$ cat src/rtl/plot_sequencer.sv
// Plot-enable sequencer: debounced Next/Previous/Auto buttons select one of N_PLOTS
// generators through a one-hot enable, deferring every switch while the plot is busy.
module plot_sequencer #(
    parameter int N_PLOTS      = 4,
    parameter int DEB_CYCLES   = 16,
    parameter int DWELL_CYCLES = 100_000_000,
    parameter int IDX_W        = $clog2(N_PLOTS)
) (
    input  logic               sysclk,
    input  logic               rst,
    input  logic               bt_next,
    input  logic               bt_pre,
    input  logic               bt_auto,
    input  logic               plot_busy,
    output logic [N_PLOTS-1:0] enable_sw,
    output logic [IDX_W-1:0]   plot_idx,
    output logic               auto_on,
    output logic               switch_pulse
);

    localparam int NBTN     = 3;
    localparam int BTN_NEXT = 0;
    localparam int BTN_PRE  = 1;
    localparam int BTN_AUTO = 2;
    localparam int DEB_W    = $clog2(DEB_CYCLES + 1);
    localparam int DWELL_W  = $clog2(DWELL_CYCLES);

    typedef enum logic {
        ST_IDLE    = 1'b0,
        ST_PENDING = 1'b1
    } state_t;

    function automatic logic [IDX_W-1:0] idx_inc(input logic [IDX_W-1:0] i);
        if (i == IDX_W'(N_PLOTS - 1)) begin
            return {IDX_W{1'b0}};
        end else begin
            return i + IDX_W'(1);
        end
    endfunction

    function automatic logic [IDX_W-1:0] idx_dec(input logic [IDX_W-1:0] i);
        if (i == {IDX_W{1'b0}}) begin
            return IDX_W'(N_PLOTS - 1);
        end else begin
            return i - IDX_W'(1);
        end
    endfunction

    function automatic logic [N_PLOTS-1:0] onehot(input logic [IDX_W-1:0] i);
        logic [N_PLOTS-1:0] v;
        for (int k = 0; k < N_PLOTS; k++) begin
            v[k] = (i == IDX_W'(k));
        end
        return v;
    endfunction

    logic [NBTN-1:0]    raw_s;
    logic [NBTN-1:0]    sync1_q;
    logic [NBTN-1:0]    sync2_q;
    logic [NBTN-1:0]    stable_q;
    logic [NBTN-1:0]    stable_d;
    logic [NBTN-1:0]    press_q;
    logic [NBTN-1:0]    press_d;
    logic [DEB_W-1:0]   deb_cnt_q [NBTN];
    logic [DEB_W-1:0]   deb_cnt_d [NBTN];

    logic               next_ev_s;
    logic               pre_ev_s;
    logic               auto_ev_s;
    logic               manual_s;
    logic               tick_s;
    logic               step_up_s;
    logic               step_dn_s;

    logic [DWELL_W-1:0] dwell_q;
    logic [DWELL_W-1:0] dwell_d;
    logic               auto_on_q;
    logic               auto_on_d;

    state_t             state_q;
    state_t             state_d;
    logic [IDX_W-1:0]   target_q;
    logic [IDX_W-1:0]   target_d;
    logic [IDX_W-1:0]   idx_q;
    logic [IDX_W-1:0]   idx_d;
    logic [IDX_W-1:0]   base_s;
    logic [N_PLOTS-1:0] en_q;
    logic [N_PLOTS-1:0] en_d;
    logic               pulse_q;
    logic               pulse_d;

    assign raw_s = {bt_auto, bt_pre, bt_next};

    // Debouncer: level flips after DEB_CYCLES consecutive differing samples; rising flip is a press
    always_comb begin
        for (int b = 0; b < NBTN; b++) begin
            stable_d[b]  = stable_q[b];
            press_d[b]   = 1'b0;
            deb_cnt_d[b] = {DEB_W{1'b0}};
            if (sync2_q[b] == stable_q[b]) begin
                deb_cnt_d[b] = {DEB_W{1'b0}};
            end else if (deb_cnt_q[b] == DEB_W'(DEB_CYCLES - 1)) begin
                stable_d[b] = ~stable_q[b];
                press_d[b]  = ~stable_q[b];
            end else begin
                deb_cnt_d[b] = deb_cnt_q[b] + DEB_W'(1);
            end
        end
    end

    // Synchronizers, debounce counters, stable levels and registered press events
    always_ff @(posedge sysclk) begin
        if (rst) begin
            sync1_q  <= {NBTN{1'b0}};
            sync2_q  <= {NBTN{1'b0}};
            stable_q <= {NBTN{1'b0}};
            press_q  <= {NBTN{1'b0}};
            for (int b = 0; b < NBTN; b++) begin
                deb_cnt_q[b] <= {DEB_W{1'b0}};
            end
        end else begin
            sync1_q  <= raw_s;
            sync2_q  <= sync1_q;
            stable_q <= stable_d;
            press_q  <= press_d;
            for (int b = 0; b < NBTN; b++) begin
                deb_cnt_q[b] <= deb_cnt_d[b];
            end
        end
    end

    assign next_ev_s = press_q[BTN_NEXT];
    assign pre_ev_s  = press_q[BTN_PRE];
    assign auto_ev_s = press_q[BTN_AUTO];
    assign manual_s  = next_ev_s | pre_ev_s;
    assign tick_s    = auto_on_q & (state_q == ST_IDLE) & (dwell_q == DWELL_W'(DWELL_CYCLES - 1));
    // Next+Pre cancel each other; any manual press suppresses a coincident auto-tick.
    assign step_up_s = (next_ev_s & ~pre_ev_s) | (tick_s & ~manual_s);
    assign step_dn_s = pre_ev_s & ~next_ev_s;

    // Auto toggle and dwell timer; the timer only runs in auto mode while nothing is pending
    always_comb begin
        auto_on_d = auto_on_q ^ auto_ev_s;
        if (!auto_on_q) begin
            dwell_d = {DWELL_W{1'b0}};
        end else if (manual_s || tick_s || (state_q != ST_IDLE)) begin
            dwell_d = {DWELL_W{1'b0}};
        end else begin
            dwell_d = dwell_q + DWELL_W'(1);
        end
    end

    // Dwell timer and auto-mode flag
    always_ff @(posedge sysclk) begin
        if (rst) begin
            dwell_q   <= {DWELL_W{1'b0}};
            auto_on_q <= 1'b0;
        end else begin
            dwell_q   <= dwell_d;
            auto_on_q <= auto_on_d;
        end
    end

    // Request/commit sequencing; a new step is applied on top of whatever target commits this cycle
    always_comb begin
        state_d  = state_q;
        target_d = target_q;
        idx_d    = idx_q;
        en_d     = en_q;
        pulse_d  = 1'b0;
        base_s   = idx_q;
        case (state_q)
            ST_IDLE: begin
                base_s = idx_q;
            end
            ST_PENDING: begin
                base_s = target_q;
                if (!plot_busy) begin
                    state_d = ST_IDLE;
                    if (target_q != idx_q) begin
                        idx_d   = target_q;
                        en_d    = onehot(target_q);
                        pulse_d = 1'b1;
                    end else begin
                        pulse_d = 1'b0;
                    end
                end else begin
                    state_d = ST_PENDING;
                end
            end
            default: begin
                state_d = ST_IDLE;
                base_s  = idx_q;
            end
        endcase
        if (step_up_s) begin
            target_d = idx_inc(base_s);
            state_d  = ST_PENDING;
        end else if (step_dn_s) begin
            target_d = idx_dec(base_s);
            state_d  = ST_PENDING;
        end else begin
            target_d = target_q;
        end
    end

    // Sequencer state and registered outputs
    always_ff @(posedge sysclk) begin
        if (rst) begin
            state_q  <= ST_IDLE;
            target_q <= {IDX_W{1'b0}};
            idx_q    <= {IDX_W{1'b0}};
            en_q     <= onehot({IDX_W{1'b0}});
            pulse_q  <= 1'b0;
        end else begin
            state_q  <= state_d;
            target_q <= target_d;
            idx_q    <= idx_d;
            en_q     <= en_d;
            pulse_q  <= pulse_d;
        end
    end

    assign enable_sw    = en_q;
    assign plot_idx     = idx_q;
    assign auto_on      = auto_on_q;
    assign switch_pulse = pulse_q;

endmodule

$ cat config.mk
export PLATFORM = sky130hd
export DESIGN_NAME = plot_sequencer
export DESIGN_NICKNAME = d
export VERILOG_FILES = /design/src/rtl/plot_sequencer.sv
export SDC_FILE = /design/constraint.sdc
export NUM_CORES = 1
export LEC_CHECK = 0
export BUFFER_PORTS_ARGS = -buffer_cell sky130_fd_sc_hd__buf_4
export CAP_MARGIN = 20
export CELL_PAD_IN_SITES_DETAIL_PLACEMENT = 1
export CELL_PAD_IN_SITES_GLOBAL_PLACEMENT = 1
export CORE_UTILIZATION = 51
export DETAILED_ROUTE_END_ITERATION = 10
export PLACE_DENSITY = 0.85
export SYNTH_ARGS = -nofsm -noshare
export SYNTH_HDL_FRONTEND = slang
export SYNTH_SLANG_ARGS = --single-unit
$ cat constraint.sdc
create_clock -name sysclk -period 4.4 [get_ports sysclk]
set_input_delay 0.44 -clock sysclk [delete_from_list [all_inputs] [get_ports sysclk]]
set_output_delay 0.44 -clock sysclk [all_outputs]
set_load 0.03 [all_outputs]
==> impl_results.md, run 1 <==
* Inserted Diodes at 0
* Final setup viols at 0
* Synth area leader: dfxtp_1
* Share of cells above drive strength 1 at 18.7%
* Post-Route WL at 5520 um
* Leak at 1.10 nW
* Multi-input gate area at 1460 um^2
* Sequential share of the synthesized area at 45.2%
* Worst-Margin Slew at 0.596 ns
* Wire per inst at 14.4 um
* Core ar. at 5470 um^2
* Total congestion overflow at 0
* CTS Buffer Depth at 2
* Clk Latency, worst-skew pair at 0.34 ns
* VDD IR max at 0.000300 V
* Number of clock sinks at 65
* RSZ-0062 raised after global routing: false
* Drt pass-1 iters at 4
* Data arrival, critical path at 2.74 ns
* Worst setup SP type: flop
* Via count at 2,013
* CTS tree: done
* P&R area growth vs syn at 12.3%
* Cts repair resizes at 0
* Placed cell areas at 2990 um^2
* Main synth FF type: dfxtp_1
* Die H at 77.2 um
* CTS H-Tree Depth at 3
* Setup tns final at 0 ns
* CP required at 4.67 ns
* Final min period at 2.47 ns
* Largest cells by area after synthesis: dfxtp_1, nor2_4, xnor2_1
* Setup CP Type: reg -> reg
* Post-layout net count at 318
* DR iter-0 viols at 72
* I/O pin count at 14
* Sequential Area at 1300 um^2
* DRC at 0
* Status: finished clean
* Worst relative slew slack at 59.9%
* CP Max Fanout at 16
* M3 GR Usage at 4.88%
* Post-synthesis register bit count at 65
* Peak Freq at 405 MHz
* Die W at 77.2 um
* Busiest metal layer after global routing: met2
* Slew Viols, Final at 0
* Final core area utilization at 59.1%
* Post-CTS Hold Fix Bufs at 0
* CTS Buf Count at 9
* Number of port buffers at 13
* Commonest non-fill, non-tap cells in the layout: dfxtp_1, nor2_1, xnor2_1, xor2_1, nor2_4
* First-pass GRT wire length at 9660 um
* Total die area at 5950 um^2
* Fin Hold WS at 0.306 ns
* Design Area, Final at 3240 um^2
* Yosys cell types at 43
* Most common library cell in the layout ignoring fill and taps: dfxtp_1
* Vias in the first global route at 2,116
* Initial antenna violation count at 0
* HP Class: in -> reg
* Power Density at 378 nW/um^2
* Max-cap violation count at 0
* Met1 usage at 25.4%
* Initial Util at 52.7%
* Met2 Track Usage GR at 34.2%
* Endpoints failing hold at 0
* Post-synth EDFFs at 0
* Post-synthesis cell area at 2880 um^2
* GRT Util Overall at 20.8%
* Post-CTS Setup Bufs at 0
* Pin count of the biggest net entering global routing at 28
* Antenna Nets Post-Route at 0
* Worst-path clk slew at 0.07 ns
* DP Wirelength at 3740 um
* Std-Cell Rows at 27
* Yosys top cell area share at 45.2%
* Post-synth net total at 303
* Mapped Cells at 290
* Clock skew at 0.00626 ns
* Total Power at 0.00122 W
* Vias/cell at 5.27
* Layout filler cell count at 644
* Root Buffer: clkbuf_8
* Mean Syn Cell Area at 9.94 um^2
* Synth warn at 0
* Final Cycle Share at 56.1%
* Gp weighted congestion at 0.729
* Ys async rst share at 0%
* Crit end category: flop
critical path: stages (launching register included):
cell and delay [ns]:
dfxtp_1 0.36, ha_1 0.25, and4_4 0.24, nand4_4 0.07
o21ai_2 0.08, or4b_2 0.85, buf_4 0.37, nor2_1 0.16
cell type report:
| cell class | count | share of cell area, % |
|---|---|---|
| Clock buffer | 9 | 3.83 |
| Sequential cell | 65 | 40.2 |
| Tap cell | 72 | 2.78 |
| Clock inverter | 7 | 3.67 |
| Timing Repair Buffer | 14 | 3.25 |
| Inverter | 10 | 1.16 |
| Multi-Input combinational cell | 205 | 45.1 |
per-stage QoR:
stage	instances	setup WS (ns)
6_report	382	1.93
5_1_grt	382	1.83
4_1_cts	382	1.91
3_5_place_dp	366	1.93
3_3_place_gp	366	2.02
2_1_floorplan	290	2.44
registers in the layout (all words and copies together) (netlist names):
register	cells
stable_q	3
dwell_q	27
switch_pulse	1
target_q	2
sync2_q	3
state_q	1
sync1_q	3
deb_cnt_q	15
auto_on	1
enable_sw	4
plot_idx	2
press_q	3
where the power goes:
group	switching, W	internal [W]
clock	0.000241	0.000376
sequential	0.00000173	0.000591
combinational	0.00000670	0.00000615
cells in the mapped netlist (all sizes together), types with 2 or more instances:
library cell,number
o21ai,3
dfxtp,65
ha,7
or3,3
buf,5
nor4,3
nand2b,4
or2,4
and2,2
and3,8
nand3,14
nand2,9
a21oi,6
nand4,10
inv,10
xor2,19
mux2i,7
clkbuf,5
nor2b,7
and4,4
xnor2,20
nor4bb,4
nor2,60
layer usage:
layer  part of all wire (%)  up-vias  wire, um
met5                      0        -         0
met4                    2.1        0       118
met3                    2.6        9       144
met2                     48       30      2660
met1                     47      972      2600
li1                       -     1002         -
cell families after synthesis:
family,Yosys count,synth area share [%]
AND/OR/NAND/NOR,138,30.3
flip-flops,65,45.2
XOR/XNOR,39,11.9
buffers and inverters,20,4.17
AO/OA/AOI/OAI,14,3.08
multiplexers,7,2.43
adder cells (fa/ha/maj),7,3.04
final timing paths:
kind,from,end,slack [ns],cells past startpoint
setup reg to reg,dwell_q[0],dwell_q[8],1.93,7
hold / removal,bt_next,sync1_q[0],0.31,2
setup / recovery,dwell_q[0],dwell_q[8],1.93,7
hold reg to reg,sync1_q[2],sync2_q[2],0.44,1
No activity file was read; power rests on OpenSTA's default activity.
==> run 2: changes to the inputs <==
--- a/config.mk
+++ b/config.mk
@@ -5,13 +5,14 @@
 export SDC_FILE = /design/constraint.sdc
 export NUM_CORES = 1
 export LEC_CHECK = 0
+export ABC_AREA = 1
 export BUFFER_PORTS_ARGS = -buffer_cell sky130_fd_sc_hd__buf_4
 export CAP_MARGIN = 20
 export CELL_PAD_IN_SITES_DETAIL_PLACEMENT = 1
 export CELL_PAD_IN_SITES_GLOBAL_PLACEMENT = 1
-export CORE_UTILIZATION = 51
+export CORE_UTILIZATION = 41
 export DETAILED_ROUTE_END_ITERATION = 10
-export PLACE_DENSITY = 0.85
+export PLACE_DENSITY = 0.77
 export SYNTH_ARGS = -nofsm -noshare
 export SYNTH_HDL_FRONTEND = slang
 export SYNTH_SLANG_ARGS = --single-unit
==> constraint.sdc (replaced) <==
create_clock -name sysclk -period 2.15 [get_ports sysclk]
set_input_delay 0.215 -clock sysclk [delete_from_list [all_inputs] [get_ports sysclk]]
set_output_delay 0.215 -clock sysclk [all_outputs]
set_load 0.03 [all_outputs]
==> impl_results.md, run 2 <==
* GRT Util Overall at 18.1%
* Post-CTS Hold Fix Bufs at 0
* Worst-path clk slew at 0.07 ns
* Gp weighted congestion at 0.756
* Endpoints failing hold at 0
* Power Density at 732 nW/um^2
* Most common library cell in the layout ignoring fill and taps: dfxtp_1
* Data arrival, critical path at 1.97 ns
* Clk Latency, worst-skew pair at 0.35 ns
* HP Class: in -> reg
* Count leader, synth: dfxtp_1
* Final setup viols at 0
* Total die area at 7350 um^2
* Cts repair resizes at 0
* Core ar. at 6790 um^2
* Post-synth net total at 384
* Via count at 2,339
* Commonest non-fill, non-tap cells in the layout: dfxtp_1, nor2_1, nand2_1, inv_1, a21oi_1
* Peak Freq at 572 MHz
* Hold Crit Depth at 3
* FF-to-FF path depth at 8
* Vias in the first global route at 2,418
* First-pass GRT wire length at 10,500 um
* CTS tree: done
* DP Wirelength at 4390 um
* Setup tns final at 0 ns
* Post-synthesis cell area at 2870 um^2
* Ys async rst share at 0%
* Worst stage delay on the critical path at 0.39 ns
* Yosys top cell area share at 45.3%
* Root Buffer: clkbuf_8
* Critical hold path startpoint: bt_pre
* VDD IR max at 0.000590 V
* Top post-synthesis cells by count: dfxtp_1, nor2_1, nand2_1, inv_1, a21oi_1
* Hold endpoint: sync1_q[1]
* Inserted Diodes at 0
* Antenna Nets Post-Route at 0
* Worst path cell trace: ha_1 -> nand2_2 -> nor2_4 -> nand2_4 -> nor3b_2 -> nand3_1 -> xor2_1 -> nor2_2
* Largest register FFs at 27
* CTS H-Tree Depth at 3
* Share of cells above drive strength 1 at 13.4%
* Post-synth EDFFs at 0
* CTS Buffer Depth at 2
* Mean Syn Cell Area at 7.75 um^2
* Post-CTS Setup Bufs at 0
* Initial antenna violation count at 0
* Max-cap violation count at 0
* Top reg by flops: dwell_q
* Mapped Cells at 371
* Initial Util at 42.3%
* Crit end category: flop
* Vias/cell at 4.76
* RSZ-0062 raised after global routing: false
* P&R area growth vs syn at 14.5%
* Slew Viols, Final at 0
* Largest cells by area after synthesis: dfxtp_1, nor2_1, nand2_1
* Yosys cell types at 34
* Pin count of the biggest net entering global routing at 28
* RR Startpoint: dwell_q[0]
* Main synth FF type: dfxtp_1
* Number of clock sinks at 65
* Setup CP Type: reg -> reg
* CP top delay family: simple AND/OR/NAND/NOR gates
* CP bufs+invs at 0
* DR iter-0 viols at 78
* CP required at 2.37 ns
* Worst R2R Setup Slack at 0.40 ns
* Sequential share of the synthesized area at 45.3%
* Total congestion overflow at 0
* Std-Cell Rows at 30
* Final core area utilization at 48.4%
* Drt pass-1 iters at 4
* Final min period at 1.75 ns
* Number of port buffers at 13
* R2r endpoint: dwell_q[22]
* Worst-Margin Slew at 0.444 ns
* Die H at 85.7 um
* Worst setup SP type: flop
* Post-Route WL at 5760 um
* CTS Buf Count at 9
* Synth warn at 0
* Final Cycle Share at 81.3%
* Die W at 85.7 um
* Post-layout net count at 403
* Post-synthesis register bit count at 65
* Synth area leader: dfxtp_1
* Wire per inst at 11.7 um
* CP Max Fanout at 6
* Status: finished clean
* DRC at 0
* Leak at 1.19 nW
* Critical-path top delay cell: dfxtp_1
* I/O pin count at 14
* Clock skew at 0.0111 ns
* Worst relative slew slack at 70.3%
[run 2: changes by cell type after synthesis, moves of 5 or more]
cell,before,now
nand2_1,9,61
inv_1,10,52
nor2_1,40,62
a21oi_1,6,23
nor2_4,18,2
xnor2_1,20,7
xor2_1,19,10
and3_1,8,0
mux2i_1,7,0
nor2b_1,7,0
nor3_1,1,8
nand3_1,14,20
nand2_2,0,5
nor3b_1,1,6
[run 2: layout make-up]
cell class                      count  area (um^2)
Fill cell                         854         3500
Multi-Input combinational cell    248         1350
Sequential cell                    65         1300
Inverter                           53          199
Clock buffer                        9          124
Tap cell                           96          120
Clock inverter                      7          101
Timing Repair Buffer               13         97.6
[run 2: power by group]
group	switching [W]	total, W	internal, W
clock network	0.000503	0.00116	0.000662
registers	0.00000353	0.00121	0.00121
logic	0.0000178	0.0000288	0.0000110
total	0.000524	0.00241	0.00188
[run 2: worst max path at each step]
stage	depth (start not counted)	to	from
final	8	dwell_q[22]	dwell_q[0]
after global routing	8	dwell_q[15]	dwell_q[0]
after CTS	8	dwell_q[15]	dwell_q[0]
after detailed placement	8	dwell_q[15]	dwell_q[0]
after global placement	8	dwell_q[15]	dwell_q[0]
after floorplan	8	dwell_q[24]	auto_on
[run 2: cells by family (layout without fill, tap and decap cells)]
logic type | after synthesis | after routing | share of synthesized area (%)
buf+inv | 58 | 82 | 7.88
simple gates | 190 | 190 | 32.3
fa+ha+maj | 7 | 7 | 3.05
flops | 65 | 65 | 45.3
compound gates | 34 | 34 | 6.36
xor+xnor | 17 | 17 | 5.18
[run 2: worst register-to-register path, cell delays in order, from the launching register on]
cell and delay, ns:
dfxtp_1 0.39, ha_1 0.23, nand2_2 0.09, nor2_4 0.15, nand2_4 0.10, nor3b_2 0.30
nand3_1 0.13, xor2_1 0.20, nor2_2 0.04
[run 2: metal layers]
metal / global-route usage, % / vias up / routed length, um
met4: 8.48 / 0 / 131
met3: 3.85 / 11 / 125
met5: 0 / - / 0
li1: - / 1217 / -
met1: 21.6 / 1092 / 2680
met2: 31.2 / 19 / 2820
[run 2: stage by stage]
stage / power [W] / instance area [um^2] / hold slack (ns) / instances / setup slack, ns
floorplan: 0.00126 / 2870 / 0.322 / 371 / 0.622
global placement: 0.00127 / 3060 / 0.389 / 475 / 0.450
detailed placement: 0.00127 / 3060 / 0.404 / 475 / 0.377
CTS: 0.00245 / 3290 / 0.0613 / 491 / 0.359
global route: 0.00251 / 3290 / 0.0623 / 491 / 0.167
finish: 0.00241 / 3290 / 0.0693 / 491 / 0.402
==> run 3: changes to the inputs <==
--- a/config.mk
+++ b/config.mk
@@ -10,9 +10,9 @@
 export CAP_MARGIN = 20
 export CELL_PAD_IN_SITES_DETAIL_PLACEMENT = 1
 export CELL_PAD_IN_SITES_GLOBAL_PLACEMENT = 1
-export CORE_UTILIZATION = 41
+export CORE_UTILIZATION = 45
 export DETAILED_ROUTE_END_ITERATION = 10
-export PLACE_DENSITY = 0.77
+export PLACE_DENSITY = 0.8
 export SYNTH_ARGS = -nofsm -noshare
 export SYNTH_HDL_FRONTEND = slang
 export SYNTH_SLANG_ARGS = --single-unit
==> constraint.sdc (replaced) <==
create_clock -name sysclk -period 1.7 [get_ports sysclk]
set_input_delay 0.17 -clock sysclk [delete_from_list [all_inputs] [get_ports sysclk]]
set_output_delay 0.17 -clock sysclk [all_outputs]
set_load 0.03 [all_outputs]
==> impl_results.md, run 3 (same netlist as run 2, synthesis figures left out) <==
* RSZ-0062 raised after global routing: false
* VDD IR max at 0.000482 V
* Total congestion overflow at 0
* Initial Util at 47.7%
* Number of port buffers at 13
* Endpoints failing hold at 0
* Post-layout net count at 412
* Share of cells above drive strength 1 at 16.3%
* Setup tns final at 0 ns
* CP Max Fanout at 5
* Via count at 2,441
* Antenna Nets Post-Route at 0
* Gp weighted congestion at 0.745
* Max-cap violation count at 0
* Worst-path clk slew at 0.07 ns
* Data arrival, critical path at 1.80 ns
* Total die area at 6710 um^2
* Number of clock sinks at 65
* CTS tree: done
* CTS Buffer Depth at 2
* Initial antenna violation count at 0
* Slew Viols, Final at 0
* Final min period at 1.54 ns
* GRT Util Overall at 21.6%
* Drt pass-1 iters at 4
* CP required at 1.97 ns
* Clk Latency, worst-skew pair at 0.34 ns
* I/O pin count at 14
* Setup CP Type: reg -> reg
* Die H at 81.9 um
* Worst relative slew slack at 69.4%
* Power Density at 864 nW/um^2
* Post-CTS Setup Bufs at 0
* Total Power at 0.00289 W
* Largest register FFs at 27
* Die W at 81.9 um
* Top reg by flops: dwell_q
* Final Cycle Share at 90.4%
* Crit end category: flop
* DP Wirelength at 4740 um
* Most common library cell in the layout ignoring fill and taps: dfxtp_1
* Clock skew at 0.00744 ns
* Vias in the first global route at 2,491
* Commonest non-fill, non-tap cells in the layout: dfxtp_1, nand2_1, nor2_1, inv_1, a21oi_1
* CTS H-Tree Depth at 3
* Pin count of the biggest net entering global routing at 21
* CTS Buf Count at 9
* Worst R2R Setup Slack at 0.16 ns
* DRC at 0
* Post-Route WL at 6500 um
* Final setup viols at 0
* Worst setup SP type: flop
* Leak at 1.25 nW
* HP Class: in -> reg
* Fin Hold WS at 0.0392 ns
* DR iter-0 viols at 72
* P&R area growth vs syn at 16.3%
* Core ar. at 6030 um^2
* Wire per inst at 13.6 um
* Std-Cell Rows at 28
* Root Buffer: clkbuf_8
* Post-CTS Hold Fix Bufs at 0
* Peak Freq at 651 MHz
* Worst-Margin Slew at 0.456 ns
* Final core area utilization at 55.5%
* Vias/cell at 5.10
* First-pass GRT wire length at 10,900 um
* Cts repair resizes at 0
* Status: finished clean
* Inserted Diodes at 0
run 3: cell count changes in the layout (fill, tap and decap cells not counted), moves of 2 or more:
cell / delta
buf_4: +8
clkinv_2: +2
dfxtp_1: -2
dfxtp_2: +2
inv_6: -2
run 3: path summary, 6_finish.rpt:
| kind | startpoint | endpoint | depth (start not counted) |
|---|---|---|---|
| max reg2reg | dwell_q[12] | dwell_q[18] | 7 |
| max | dwell_q[12] | dwell_q[18] | 7 |
| min | bt_auto | sync1_q[2] | 3 |
| min reg2reg | sync1_q[0] | sync2_q[0] | 2 |
run 3: report_power, final:
| part | switching [W] | internal (W) |
|---|---|---|
| combinational | 0.0000238 | 0.0000155 |
| clock | 0.000601 | 0.000713 |
| sequential | 0.00000472 | 0.00153 |
run 3: worst max-delay path, stage by stage (launching register included):
cell     delay [ns]
dfxtp_1        0.41
nand2_1        0.15
nor3_2         0.16
nand2_1        0.15
nor2_1         0.13
nand2_1        0.08
or2_2          0.27
a21oi_1        0.11
run 3: metal layers:
layer | wire, um | vias up | share of wire [%] | GRT usage, %
met5 | 0 | - | 0 | 0
met4 | 146 | 0 | 2.2 | 12.1
met3 | 113 | 11 | 1.7 | 3.11
met2 | 3330 | 23 | 51 | 37.9
met1 | 2910 | 1179 | 45 | 24.9
li1 | - | 1228 | - | -
run 3: cell type report:
cell class	count	area (um^2)
well taps	75	93.8
flip-flops and latches	65	1300
clock buffers	11	141
clock inverters	5	55.1
inverters	53	199
repair buffers	22	178
fillers	771	2680
multi-input cells	248	1370
run 3: metrics by stage:
stage	setup slack (ns)	cells	instance area, um^2
2_1_floorplan	0.172	371	2870
3_3_place_gp	0.121	463	3120
3_5_place_dp	0.0687	463	3120
4_1_cts	0.0473	479	3310
5_1_grt	0.0317	479	3340
6_report	0.163	479	3340
